==> config.mk <==
export PLATFORM = sky130hd
export DESIGN_NAME = frac_lerp
export DESIGN_NICKNAME = d
export VERILOG_FILES = /design/src/rtl/frac_lerp.sv
export SDC_FILE = /design/constraint.sdc
export NUM_CORES = 1
export LEC_CHECK = 0
export ABC_CLOCK_PERIOD_IN_PS = 6400
export BUFFER_PORTS_ARGS = -buffer_cell sky130_fd_sc_hd__buf_2
export CORE_UTILIZATION = 47
export DETAILED_ROUTE_END_ITERATION = 12
export HOLD_SLACK_MARGIN = 0.08
export SLEW_MARGIN = 25
export SYNTH_ARGS = -nofsm -noshare
export SYNTH_HDL_FRONTEND = slang
export SYNTH_SLANG_ARGS = --single-unit
export TNS_END_PERCENT = 20
==> constraint.sdc <==
create_clock -name clk -period 6.4 [get_ports clk]
set_input_delay 1.92 -clock clk [delete_from_list [all_inputs] [get_ports clk]]
set_output_delay 1.92 -clock clk [all_outputs]
set_load 0.03 [all_outputs]
==> src/rtl/frac_lerp.sv <==
// frac_lerp: sample-pair FIFO feeding a three-stage linear interpolator.
// Each weight pulse pops the oldest (s0, s1) pair and yields s0 + w*(s1 - s0).
// Optional feature: define LERP_ROUND_EN to round half toward +inf instead of
// flooring the scaled difference.
module frac_lerp #(
    parameter int unsigned DATA_W = 16,
    parameter int unsigned FRAC_W = 16,
    parameter int unsigned DEPTH  = 4
) (
    input  logic                         clk,
    input  logic                         rst_n,
    input  logic                         s_valid,
    output logic                         s_ready,
    input  logic [DATA_W-1:0]            s_data0,
    input  logic [DATA_W-1:0]            s_data1,
    input  logic                         f_valid,
    input  logic [FRAC_W:0]              f_frac,
    output logic                         o_valid,
    output logic [DATA_W-1:0]            o_data,
    output logic                         o_sat,
    output logic [$clog2(DEPTH):0]       o_level,
    input  logic                         clr_err,
    output logic                         o_err_orphan
);

    localparam int unsigned AW = $clog2(DEPTH);
    localparam int unsigned LW = AW + 1;
    localparam int unsigned PW = DATA_W + FRAC_W + 2;

    localparam logic [LW-1:0]         LEVEL_FULL = LW'(DEPTH);
    localparam logic [FRAC_W:0]       W_ONE      = {1'b1, {FRAC_W{1'b0}}};
`ifdef LERP_ROUND_EN
    localparam logic signed [PW-1:0]  ROUND_BIAS = {{(PW - FRAC_W){1'b0}}, 1'b1,
                                                    {(FRAC_W - 1){1'b0}}};
`endif

    // ---------------------------------------------------------------- FIFO
    logic [DATA_W-1:0] mem0 [DEPTH];
    logic [DATA_W-1:0] mem1 [DEPTH];
    logic [AW-1:0]     wr_ptr;
    logic [AW-1:0]     rd_ptr;
    logic [LW-1:0]     level;
    logic              push;
    logic              pop;
    logic              orphan;

    // Handshake decode works off registered level only, so a same-cycle push
    // is never visible to a weight (no bypass).
    always_comb begin
        s_ready = (level != LEVEL_FULL);
        push    = s_valid && s_ready;
        pop     = f_valid && (level != '0);
        orphan  = f_valid && (level == '0);
    end

    assign o_level = level;

    // Sample storage; no reset needed since level gates every read.
    always_ff @(posedge clk) begin
        if (push) begin
            mem0[wr_ptr] <= s_data0;
            mem1[wr_ptr] <= s_data1;
        end
    end

    // Pointer and occupancy bookkeeping; pointers wrap naturally at DEPTH.
    always_ff @(posedge clk or negedge rst_n) begin
        if (!rst_n) begin
            wr_ptr <= '0;
            rd_ptr <= '0;
            level  <= '0;
        end else begin
            if (push) wr_ptr <= wr_ptr + 1'b1;
            if (pop)  rd_ptr <= rd_ptr + 1'b1;
            unique case ({push, pop})
                2'b10:   level <= level + 1'b1;
                2'b01:   level <= level - 1'b1;
                default: level <= level;
            endcase
        end
    end

    // Sticky orphan flag; a new orphan beats a simultaneous clear.
    always_ff @(posedge clk or negedge rst_n) begin
        if (!rst_n) begin
            o_err_orphan <= 1'b0;
        end else if (orphan) begin
            o_err_orphan <= 1'b1;
        end else if (clr_err) begin
            o_err_orphan <= 1'b0;
        end
    end

    // ------------------------------------------------- S1: clamp and diff
    logic                     sat_in;
    logic [FRAC_W:0]          w_in;
    logic signed [DATA_W:0]   diff_in;

    // Weight clamp to 1.0 and signed endpoint difference of the head pair.
    always_comb begin
        sat_in  = (f_frac > W_ONE);
        w_in    = sat_in ? W_ONE : f_frac;
        diff_in = $signed({1'b0, mem1[rd_ptr]}) - $signed({1'b0, mem0[rd_ptr]});
    end

    logic                     v1;
    logic                     sat1;
    logic [DATA_W-1:0]        s0_1;
    logic signed [DATA_W:0]   diff1;
    logic [FRAC_W:0]          w1;

    // Stage 1 register.
    always_ff @(posedge clk or negedge rst_n) begin
        if (!rst_n) begin
            v1    <= 1'b0;
            sat1  <= 1'b0;
            s0_1  <= '0;
            diff1 <= '0;
            w1    <= '0;
        end else begin
            v1 <= pop;
            if (pop) begin
                sat1  <= sat_in;
                s0_1  <= mem0[rd_ptr];
                diff1 <= diff_in;
                w1    <= w_in;
            end
        end
    end

    // --------------------------------------------------------- S2: multiply
    logic signed [PW-1:0] diff_ext;
    logic signed [PW-1:0] w_ext;
    logic signed [PW-1:0] prod_in;

    // Full-width signed product; |diff*w| < 2^(DATA_W+FRAC_W+1) so it fits.
    always_comb begin
        diff_ext = {{(PW - DATA_W - 1){diff1[DATA_W]}}, diff1};
        w_ext    = {{(PW - FRAC_W - 1){1'b0}}, w1};
        prod_in  = diff_ext * w_ext;
    end

    logic                  v2;
    logic                  sat2;
    logic [DATA_W-1:0]     s0_2;
    logic signed [PW-1:0]  prod2;

    // Stage 2 register.
    always_ff @(posedge clk or negedge rst_n) begin
        if (!rst_n) begin
            v2    <= 1'b0;
            sat2  <= 1'b0;
            s0_2  <= '0;
            prod2 <= '0;
        end else begin
            v2 <= v1;
            if (v1) begin
                sat2  <= sat1;
                s0_2  <= s0_1;
                prod2 <= prod_in;
            end
        end
    end

    // ----------------------------------------------------- S3: scale and add
    logic signed [PW-1:0]  rnd;
    logic signed [PW-1:0]  shifted;
    logic [DATA_W+1:0]     sum;
    logic                  unused_bits;

    // Scale back to sample units and add the base; result lies in [s0, s1].
    always_comb begin
`ifdef LERP_ROUND_EN
        rnd = prod2 + ROUND_BIAS;
`else
        rnd = prod2;
`endif
        shifted     = rnd >>> FRAC_W;
        sum         = {2'b00, s0_2} + shifted[DATA_W+1:0];
        unused_bits = ^{shifted[PW-1:DATA_W+2], sum[DATA_W+1:DATA_W]};
    end

    // Stage 3 / output register; data and sat hold between result pulses.
    always_ff @(posedge clk or negedge rst_n) begin
        if (!rst_n) begin
            o_valid <= 1'b0;
            o_data  <= '0;
            o_sat   <= 1'b0;
        end else begin
            o_valid <= v2;
            if (v2) begin
                o_data <= sum[DATA_W-1:0];
                o_sat  <= sat2;
            end
        end
    end

endmodule

==> results.py <==
metrics = {
    "cts": {
        "clk_latency_ns": 0.54,
        "cts_tree": "done",
        "cts_buffer_depth": 3,
        "clk_pin_slew_ns": 0.06,
        "cts_root_buf": "clkbuf_16",
        "cts-htree-levels": 1,
        "cts_num_sinks": 240,
        "numCtsBuffers": 26,
    },
    "critical_path": {
        "cp.arrival_ns": 6.55,
        "crit_fanout": 12,
        "critical_path.endpoint_type": "flop",
        "worstPathRequired_ns": 6.83,
        "start_kind": "flop",
        "worst-setup-path-type": "reg -> reg",
    },
    "synthesis": {
        "synth_edf_count": 128,
        "post_synth_inst_count": 1744,
        "synth-seq-cells": 240,
        "syn_nets": 2166,
        "yosysSeqAreaShare_pct": 34.3,
        "async_flop_share_pct": 46.7,
        "syn_area_um2": 19400,
        "synthFlopType": "edfxtp_1",
        "yosys_warnings": 0,
        "yosysUniqueCellTypes": 59,
        "avgSynthCellArea_um2": 11.1,
    },
    "timing": {
        "drv_slew": 0,
        "fin_crit_ns": 6.12,
        "fin_setup_tns_ns": 0,
        "hold_violations": 0,
        "fmax_mhz": 163,
        "fin_crit_sh_pct": 95.6,
        "setup_viol_count_final": 0,
        "rsz0062_at_grt": "no",
        "finClkSkew_ns": 0.00835,
        "slew_headroom_pct": 40.7,
        "worst_slew_pin_slew_ns": 0.889,
    },
    "detailed_routing": {
        "viasPerCell": 5.20,
        "drt_first_pass_iters": 5,
        "wl_per_cell_um": 18.4,
        "num_vias": 12400,
        "final_antenna_net_count": 0,
        "drcViolationCount": 0,
        "drtIter0Drc": 566,
        "wirelength_um": 43800,
    },
    "floorplan": {
        "die_area_um2": 42000,
        "die_x_um": 205,
        "rows": 73,
        "core_um2": 40200,
        "fp.dieH_um": 205,
        "start_util_pct": 48.2,
        "io_pins": 77,
    },
    "hold_path": {
        "hold_class": "reg -> reg",
    },
    "finish": {
        "diodes": 0,
        "final_cell_mix": "308 x inv_1, 226 x fa_1, 212 x nand2_1",
        "area_delta_synth_final_pct": 10.6,
        "fill_cells": 3598,
        "fin_nets": 2255,
        "drive_gt1_share_pct": 14.2,
        "final_common_cell": "inv_1",
    },
    "grt": {
        "grt_pass1_vias": 13200,
        "grt_start_max_net_pins": 86,
        "antenna_found_initial": 0,
        "grt_pass1_wl_um": 71500,
        "grt_overflow": 0,
        "grt_usage_pct": 22.2,
    },
    "outcome": {
        "status": "finished clean",
    },
    "placed_design": {
        "port-buffer-count": 76,
        "dp_hpwl_um": 34400,
        "globalplace.congestion": 0.850,
    },
    "flow_run": {
        "maxCapViolCount": 0,
    },
}
-- cell type report --
cell class / instances / area, um2 / area share (%)
multi-input cells: 1132 / 11300 / 52.9
flip-flops and latches: 240 / 6670 / 31.1
inverters: 309 / 1160 / 5.41
repair buffers: 124 / 743 / 3.47
clock buffers: 28 / 658 / 3.07
well taps: 525 / 657 / 3.07
clock inverters: 20 / 213 / 0.993
-- sequential cells by signal, summed over array words and instances (netlist names), 3 cells and up --
signal and flops:
s0_1 16, w1 17, s0_2 16, o_level 3, o_data 16, mem1 64
diff1 17, prod2 16, mem0 64
-- what timing repair did --
action                                  CTS  global route
setup buffers                             0             1
endpoints found under the setup margin    0            10
hold buffers                              0             0
resized for setup                         0            16
-- stage by stage --
step	utilization (%)	area, um2	hold WS (ns)	cells	setup slack, ns
after floorplan	-	19400	0.352	1744	0.551
final	53.3	21400	0.481	2378	0.282
after detailed placement	51.0	20500	0.469	2329	0.140
after CTS	53.2	21400	0.483	2377	0.117
after global placement	51.0	20500	0.462	2329	0.322
after global routing	53.3	21400	0.509	2378	0.00974
-- synthesized netlist by cell type (4+ instances only) --
cell	count	share of area, %
nand3b_1	7	0.27
nand4_1	5	0.16
xnor2_1	28	1.3
nor3_1	15	0.39
o21ai_0	47	1.2
o21a_1	9	0.35
dfrtp_1	112	14
and2_1	157	5.1
edfxtp_1	128	20
o21bai_1	4	0.16
fa_1	226	23
mux4_2	32	3.7
ha_1	142	9.2
nor4_1	4	0.13
o31ai_1	10	0.39
xor2_1	13	0.59
a21boi_0	4	0.16
nand3_1	10	0.26
mux2_2	38	2.2
nand2_1	212	4.1
nor2b_1	4	0.13
a211oi_1	8	0.31
clkbuf_1	54	1.0
or3_1	5	0.16
buf_1	6	0.12
nand2b_1	14	0.45
and3_1	8	0.26
inv_1	308	6.0
a21oi_1	42	1.1
a21o_1	9	0.35
nor2_1	36	0.70
-- worst max-delay path, stage by stage, from the launching register on --
cell,delay [ns]
dfrtp_1,0.63
buf_4,0.24
and2_1,0.16
fa_1,0.44
fa_1,0.50
ha_1,0.21
fa_1,0.47
inv_1,0.05
fa_1,0.49
fa_1,0.53
inv_1,0.06
ha_1,0.29
a2111oi_0,0.48
o21ai_1,0.16
o22ai_2,0.31
o311a_4,0.27
nor2_1,0.07
a31o_2,0.25
xor2_1,0.13
mux2_2,0.25
-- kinds of logic after synthesis --
family / synth area share [%]
AO/OA/AOI/OAI: 5.57
XOR/XNOR: 1.85
adder cells (fa/ha/maj): 32.5
buffers and inverters: 7.23
flip-flops: 34.3
multiplexers: 6.04
AND/OR/NAND/NOR: 12.4
-- layer usage --
| metal | vias up | GRT usage (%) | wire, um |
|---|---|---|---|
| met2 | 146 | 39.4 | 22100 |
| li1 | 5821 | - | - |
| met5 | - | 0 | 0 |
| met1 | 6329 | 28.6 | 19300 |
| met3 | 61 | 2.35 | 1150 |
| met4 | 0 | 6.69 | 1280 |
-- final timing paths --
check                                      from                     to  slack (ns)  cells after the start
min in group asynchronous                 rst_n  o_data[7]$_DFFE_PN0P_        1.33                      1
setup / recovery           diff1[4]$_DFFE_PN0P_  prod2[24]$_DFFE_PN0P_        0.28                     19
hold / removal             s0_1[14]$_DFFE_PN0P_   s0_1[14]$_DFFE_PN0P_        0.48                      2
max in group asynchronous                 rst_n     w1[12]$_DFFE_PN0P_        4.05                      2
setup reg to reg           diff1[4]$_DFFE_PN0P_  prod2[24]$_DFFE_PN0P_        0.28                     19
hold reg to reg            s0_1[14]$_DFFE_PN0P_   s0_1[14]$_DFFE_PN0P_        0.48                      2
Power is left out: the tool's default activity adds up to more than one toggle a clock period on the data nets, which glitch-free logic cannot reach.
